File: src/rtl/regfile_seq_pkg.sv
// rtl/regfile_seq_pkg.sv - shared types and encodings for the register-file sequencer
package regfile_seq_pkg;

   typedef enum logic [2:0] {
      S_WAIT   = 3'd0,
      S_DECODE = 3'd1,
      S_MOVI   = 3'd2,
      S_READ   = 3'd3,
      S_EXEC   = 3'd4,
      S_WB     = 3'd5
   } state_t;

   localparam logic [2:0] OPC_MOV = 3'b110;
   localparam logic [2:0] OPC_ALU = 3'b101;

   localparam logic [1:0] OP_MOV  = 2'b00;
   localparam logic [1:0] OP_MOVI = 2'b10;

   localparam logic [1:0] ALU_ADD = 2'b00;
   localparam logic [1:0] ALU_CMP = 2'b01;
   localparam logic [1:0] ALU_AND = 2'b10;
   localparam logic [1:0] ALU_MVN = 2'b11;

   localparam logic [1:0] VSEL_C   = 2'b00;
   localparam logic [1:0] VSEL_IMM = 2'b01;

endpackage

File: src/rtl/regfile_seq_if.sv
// rtl/regfile_seq_if.sv - instruction handshake and datapath control bundle
interface regfile_seq_if #(
   parameter int DW = 16,
   parameter int RW = 3
);
   logic          start;
   logic [DW-1:0] instr;
   logic          w;
   logic          rf_write;
   logic [RW-1:0] rf_reg_w;
   logic [RW-1:0] rf_reg_a;
   logic [RW-1:0] rf_reg_b;
   logic          loada;
   logic          loadb;
   logic          loadc;
   logic          loads;
   logic          asel;
   logic          bsel;
   logic [1:0]    vsel;
   logic [1:0]    alu_op;
   logic [1:0]    shift;
   logic [DW-1:0] sximm8;
   logic          illegal;

   modport master (
      output start, instr,
      input  w, rf_write, rf_reg_w, rf_reg_a, rf_reg_b,
      input  loada, loadb, loadc, loads, asel, bsel, vsel,
      input  alu_op, shift, sximm8, illegal
   );

   modport slave (
      input  start, instr,
      output w, rf_write, rf_reg_w, rf_reg_a, rf_reg_b,
      output loada, loadb, loadc, loads, asel, bsel, vsel,
      output alu_op, shift, sximm8, illegal
   );
endinterface

File: src/rtl/regfile_seq_decode.sv
// rtl/regfile_seq_decode.sv - combinational field extraction and legality decode of IR
module seq_decode
   import regfile_seq_pkg::*;
#(
   parameter int DW = 16,
   parameter int RW = 3
) (
   input  logic [DW-1:0] ir,
   output logic          is_movi,
   output logic          is_mov,
   output logic          is_alu,
   output logic          is_cmp,
   output logic          uses_a,
   output logic          illegal_enc,
   output logic [1:0]    op,
   output logic [1:0]    shift,
   output logic [RW-1:0] rn,
   output logic [RW-1:0] rd,
   output logic [RW-1:0] rm,
   output logic [DW-1:0] sximm8
);
   logic [2:0] opcode;

   assign opcode = ir[15:13];
   assign op     = ir[12:11];
   assign rn     = ir[10:8];
   assign rd     = ir[7:5];
   assign rm     = ir[2:0];
   assign shift  = ir[4:3];
   assign sximm8 = {{(DW-8){ir[7]}}, ir[7:0]};

   assign is_movi     = (opcode == OPC_MOV) && (op == OP_MOVI);
   assign is_mov      = (opcode == OPC_MOV) && (op == OP_MOV);
   assign is_alu      = (opcode == OPC_ALU);
   assign is_cmp      = is_alu && (op == ALU_CMP);
   // MVN only needs Rm; MOV is handled separately by the caller
   assign uses_a      = is_alu && (op != ALU_MVN);
   assign illegal_enc = !(is_movi || is_mov || is_alu);
endmodule

File: src/rtl/regfile_seq.sv
// rtl/regfile_seq.sv - Moore sequencer driving regfile selects and datapath controls
module regfile_seq
   import regfile_seq_pkg::*;
#(
   parameter int DW = 16,
   parameter int RW = 3
) (
   input  logic        clk,
   input  logic        rst_n,
   regfile_seq_if.slave bus
);
   state_t        state, state_nx;
   logic [DW-1:0] ir;

   logic          is_movi, is_mov, is_alu, is_cmp, uses_a, illegal_enc;
   logic [1:0]    op, shift_d;
   logic [RW-1:0] rn, rd, rm;
   logic [DW-1:0] sximm8_d;

   logic          w_c, rf_write_c, loada_c, loadb_c, loadc_c, loads_c;
   logic          asel_c, illegal_c;
   logic [RW-1:0] rf_reg_w_c, rf_reg_a_c, rf_reg_b_c;
   logic [1:0]    vsel_c, alu_op_c;

   seq_decode #(.DW(DW), .RW(RW)) u_decode (
      .ir          (ir),
      .is_movi     (is_movi),
      .is_mov      (is_mov),
      .is_alu      (is_alu),
      .is_cmp      (is_cmp),
      .uses_a      (uses_a),
      .illegal_enc (illegal_enc),
      .op          (op),
      .shift       (shift_d),
      .rn          (rn),
      .rd          (rd),
      .rm          (rm),
      .sximm8      (sximm8_d)
   );

   always_ff @(posedge clk) begin
      if (!rst_n) begin
         state <= S_WAIT;
         ir    <= '0;
      end else begin
         state <= state_nx;
         if (state == S_WAIT && bus.start)
            ir <= bus.instr;
      end
   end

   always_comb begin
      state_nx   = state;
      w_c        = 1'b0;
      rf_write_c = 1'b0;
      rf_reg_w_c = '0;
      rf_reg_a_c = '0;
      rf_reg_b_c = '0;
      loada_c    = 1'b0;
      loadb_c    = 1'b0;
      loadc_c    = 1'b0;
      loads_c    = 1'b0;
      asel_c     = 1'b0;
      vsel_c     = VSEL_C;
      alu_op_c   = ALU_ADD;
      illegal_c  = 1'b0;
      case (state)
         S_WAIT: begin
            w_c = 1'b1;
            if (bus.start)
               state_nx = S_DECODE;
         end
         S_DECODE: begin
            if (is_movi)
               state_nx = S_MOVI;
            else if (is_alu || is_mov)
               state_nx = S_READ;
            else begin
               state_nx  = S_WAIT;
               illegal_c = illegal_enc;
            end
         end
         S_MOVI: begin
            rf_write_c = 1'b1;
            rf_reg_w_c = rn;
            vsel_c     = VSEL_IMM;
            state_nx   = S_WAIT;
         end
         S_READ: begin
            rf_reg_a_c = rn;
            rf_reg_b_c = rm;
            loada_c    = uses_a;
            loadb_c    = 1'b1;
            state_nx   = S_EXEC;
         end
         S_EXEC: begin
            // MOV is ADD with the A operand forced to zero
            alu_op_c = is_mov ? ALU_ADD : op;
            asel_c   = is_mov;
            if (is_cmp) begin
               loads_c  = 1'b1;
               state_nx = S_WAIT;
            end else begin
               loadc_c  = 1'b1;
               state_nx = S_WB;
            end
         end
         S_WB: begin
            rf_write_c = 1'b1;
            rf_reg_w_c = rd;
            vsel_c     = VSEL_C;
            state_nx   = S_WAIT;
         end
         default: state_nx = S_WAIT;
      endcase
   end

   // Strobes are masked by reset so an in-flight write or load is dropped
   assign bus.rf_write = rf_write_c & rst_n;
   assign bus.loada    = loada_c & rst_n;
   assign bus.loadb    = loadb_c & rst_n;
   assign bus.loadc    = loadc_c & rst_n;
   assign bus.loads    = loads_c & rst_n;
   assign bus.illegal  = illegal_c & rst_n;

   assign bus.w        = w_c;
   assign bus.rf_reg_w = rf_reg_w_c;
   assign bus.rf_reg_a = rf_reg_a_c;
   assign bus.rf_reg_b = rf_reg_b_c;
   assign bus.asel     = asel_c;
   assign bus.bsel     = 1'b0;
   assign bus.vsel     = vsel_c;
   assign bus.alu_op   = alu_op_c;
   assign bus.shift    = shift_d;
   assign bus.sximm8   = sximm8_d;
endmodule

File: src/flat_wrapper.sv
// flat-port wrapper written by rule: the top's interface ports become plain ports
module regfile_seq_flat import regfile_seq_pkg::*;
#(
   parameter int DW = 16,
   parameter int RW = 3
)
  (clk, rst_n, bus_start, bus_instr, bus_w, bus_rf_write, bus_rf_reg_w, bus_rf_reg_a, bus_rf_reg_b, bus_loada, bus_loadb, bus_loadc, bus_loads, bus_asel, bus_bsel, bus_vsel, bus_alu_op, bus_shift, bus_sximm8, bus_illegal);
  regfile_seq_if #(.DW(DW), .RW(RW)) bus_i ();
  input  logic clk;
  input  logic rst_n;
  input wire logic [$bits(bus_i.start)-1:0] bus_start;
  input wire logic [$bits(bus_i.instr)-1:0] bus_instr;
  output wire logic [$bits(bus_i.w)-1:0] bus_w;
  output wire logic [$bits(bus_i.rf_write)-1:0] bus_rf_write;
  output wire logic [$bits(bus_i.rf_reg_w)-1:0] bus_rf_reg_w;
  output wire logic [$bits(bus_i.rf_reg_a)-1:0] bus_rf_reg_a;
  output wire logic [$bits(bus_i.rf_reg_b)-1:0] bus_rf_reg_b;
  output wire logic [$bits(bus_i.loada)-1:0] bus_loada;
  output wire logic [$bits(bus_i.loadb)-1:0] bus_loadb;
  output wire logic [$bits(bus_i.loadc)-1:0] bus_loadc;
  output wire logic [$bits(bus_i.loads)-1:0] bus_loads;
  output wire logic [$bits(bus_i.asel)-1:0] bus_asel;
  output wire logic [$bits(bus_i.bsel)-1:0] bus_bsel;
  output wire logic [$bits(bus_i.vsel)-1:0] bus_vsel;
  output wire logic [$bits(bus_i.alu_op)-1:0] bus_alu_op;
  output wire logic [$bits(bus_i.shift)-1:0] bus_shift;
  output wire logic [$bits(bus_i.sximm8)-1:0] bus_sximm8;
  output wire logic [$bits(bus_i.illegal)-1:0] bus_illegal;
  assign bus_i.start = bus_start;
  assign bus_i.instr = bus_instr;
  assign bus_w = bus_i.w;
  assign bus_rf_write = bus_i.rf_write;
  assign bus_rf_reg_w = bus_i.rf_reg_w;
  assign bus_rf_reg_a = bus_i.rf_reg_a;
  assign bus_rf_reg_b = bus_i.rf_reg_b;
  assign bus_loada = bus_i.loada;
  assign bus_loadb = bus_i.loadb;
  assign bus_loadc = bus_i.loadc;
  assign bus_loads = bus_i.loads;
  assign bus_asel = bus_i.asel;
  assign bus_bsel = bus_i.bsel;
  assign bus_vsel = bus_i.vsel;
  assign bus_alu_op = bus_i.alu_op;
  assign bus_shift = bus_i.shift;
  assign bus_sximm8 = bus_i.sximm8;
  assign bus_illegal = bus_i.illegal;
  regfile_seq #(.DW(DW), .RW(RW)) u_core (.clk(clk), .rst_n(rst_n), .bus(bus_i));
endmodule
File: config.mk
export PLATFORM = sky130hd
export DESIGN_NAME = regfile_seq_flat
export DESIGN_NICKNAME = d
export VERILOG_FILES = /design/src/rtl/regfile_seq_pkg.sv /design/src/rtl/regfile_seq_if.sv /design/src/rtl/regfile_seq_decode.sv /design/src/rtl/regfile_seq.sv /design/src/flat_wrapper.sv
export SDC_FILE = /design/constraint.sdc
export NUM_CORES = 1
export LEC_CHECK = 0
export BUFFER_PORTS_ARGS = -buffer_cell sky130_fd_sc_hd__buf_2
export CAP_MARGIN = 20
export CORE_MARGIN = 2
export CORE_UTILIZATION = 40
export DETAILED_ROUTE_END_ITERATION = 7
export PLACE_DENSITY = 0.71
export SLEW_MARGIN = 20
export SYNTH_ARGS = -nofsm -noshare
export SYNTH_HDL_FRONTEND = slang
export SYNTH_SLANG_ARGS = --single-unit
export TNS_END_PERCENT = 30
File: constraint.sdc
create_clock -name clk -period 3.6 [get_ports clk]
set_input_delay 0.72 -clock clk [delete_from_list [all_inputs] [get_ports clk]]
set_output_delay 0.72 -clock clk [all_outputs]
set_load 0.02 [all_outputs]
==> run metrics <==
num ports=59; Setup Crit Path Kind=reg -> out; maxcap violations=0; post-CTS resize count=0; run status=finished clean; Hold Crit Start=u_core.ir[0]$_SDFFE_PN0P_; depth of the CTS H-tree=1; Top FF cell, synth=dfxtp_1; Worst Path Max Fanout=10; Core Util, Final=47.9%; root buf cell=clkbuf_4; pwr dens=321 nW/um^2; initial drt markers=13; Crit path largest cell delay=0.55 ns; first drt pass iteration count=4; CP Capture Type=output port; Layout area overhead=11.9%; top cell type's share of synthesized area=32.0%; Avg Cell Area, Syn=8.50 um^2; setup ws final=1.14 ns; die width=58.5 um; Synth Warn #=0; Setup Buffers After CTS=0; CTS tree=done; total track usage=15.1%; die area=3430 um^2; arrival time worst endpoint=1.74 ns; cells on worst reg2reg path=4; Routed WL per cell=12.0 um; clock sinks=19; WL final=2460 um; DIE HEIGHT=58.5 um; Slowest cell on crit path=dfxtp_1; Synth top cells by count=buf_4, nand2_1, dfxtp_1, nand3_1, o21ai_2; IO Port Bufs=56; Post-Syn Instances=140; hold crit path type=reg -> reg; peak supply drop=0.000198 V; hold slack final=0.479 ns; RePlAce Congestion=0.847; Netlist Area Pre-Place=1190 um^2; via total after detailed routing=1037; Tmin final=2.46 ns; R2R setup slack=2.18 ns; first-pass GRT wire length=4060 um; Final Hold Vio Count=0; Pleak=0.000672 uW; Layout Nets=194; cell breakdown of the critical path=nor3b_1 -> and4_1 -> buf_2; Num CTS Buffers=3; library cells used by synthesis=31; core box area=2780 um^2; period utilisation layout=68.2%; post-route clock skew=0.00383 ns; Remaining Overflow, GRT=0; max-slew violations=0; share of cells above drive strength 1=46.0%; Synth area leaders=dfxtp_1, buf_4, o21ai_2; DRC=0; Final HPWL DP=1920 um; antenna cell count=0; effective utilization at floorplan=42.8%; crit path launch type=flip-flop; largest net degree at the start of global routing=33; pre-CTS setup slack=1.31 ns; Antenna Nets Post-Route=0; hold path cells=2; Post-synth EDFFs=0; biggest area consumer among synthesized cells=dfxtp_1; Fillers=284; most frequent cell after synthesis=buf_4; Crit Reg-Reg Startpoint=u_core.state[0]$_SDFFE_PN0P_; initial antenna violation count=0; WHS Endpoint=u_core.ir[0]$_SDFFE_PN0P_; total power=427 uW; async set-reset flop share out of synthesis=0%; Setup TNS=0 ns; Critical R2R Capture=u_core.ir[14]$_SDFFE_PN0P_; # hold bufs at CTS=0; Clock Pin Slew Worst Setup and Hold Paths=0.11 ns; clock tree buffer depth=2; Worst-Skew Late Latency=0.29 ns; Seq/Total Area, Yosys=32.0%; RSZ-0062 raised after global routing=no; vias in the first global route=953; Std-Cell Rows=19; Final setup viols=0; FF+latch count, synth=19; Achievable Freq=407 MHz; vias per cell=5.06; CP required=2.88 ns
==> critical path: cells and delay by family (launching register included) <==
kind	cells	cell delay (ns)
DFF	1	0.55
and+or+nand+nor	2	0.73
buffers and inverters	1	0.16
==> flip-flops by register name (all words and copies together) (netlist names) <==
signal        count
u_core.state      3
u_core.ir        16
==> final cells by class <==
cell class              count  area (um^2)  share of cell area, %
repair buffers             58          295                   22.2
clock buffers               3         22.5                   1.69
clock inverters             1         5.00                  0.376
well taps                  31         38.8                   2.91
inverters                   1         3.75                  0.282
flip-flops and latches     19          380                   28.6
multi-input cells          92          586                   44.0
==> report_power, final <==
group	internal [uW]	switching [uW]
Clock	41.3	66.2
Sequential	222	12.6
Combinational	31.7	52.9
==> worst max-delay path by stage <==
stage	startpoint	to	slack [ns]
4_1_cts	u_core.state[0]$_SDFFE_PN0P_	bus_loada	1.12
3_5_place_dp	rst_n	bus_loadc	1.31
3_3_place_gp	rst_n	bus_loadc	1.34
5_1_grt	u_core.state[0]$_SDFFE_PN0P_	bus_loada	0.95
6_report	u_core.state[2]$_SDFFE_PN0P_	bus_asel	1.14
2_1_floorplan	rst_n	bus_loada	1.35
==> logic make-up (layout without fill, tap and decap cells) <==
group,Yosys count,after routing,synth area share [%]
AO/OA/AOI/OAI,27,27,16.7
buffers and inverters,30,63,19.1
flip-flops,19,19,32.0
other,1,2,0.315
AND/OR/NAND/NOR,63,63,31.9
==> through the flow <==
step | cells | area (um^2)
2_1_floorplan | 141 | 1190
3_3_place_gp | 201 | 1300
6_report | 205 | 1330
5_1_grt | 205 | 1330
3_5_place_dp | 201 | 1300
4_1_cts | 205 | 1330
==> per-layer routing <==
| metal | track usage [%] | part of all wire, % | vias up |
|---|---|---|---|
| met5 | 0 | 0 | - |
| met4 | 8.97 | 2.2 | 0 |
| met3 | 2.42 | 6.0 | 6 |
| met2 | 25.0 | 50 | 32 |
| met1 | 18.3 | 42 | 468 |
| li1 | - | - | 531 |
==> placed cells by master (no fill, tap or decap), types with 3 or more instances in the layout <==
master,netlist,layout
buf_2,2,56
nand2_1,20,20
dfxtp_1,19,19
nand3_1,12,12
o21ai_2,11,11
and2_1,8,8
o21ai_0,7,7
nand3_2,4,4
a22o_1,3,3
nor2b_1,3,3
clkbuf_4,0,3
No activity file was read; power rests on OpenSTA's default activity.
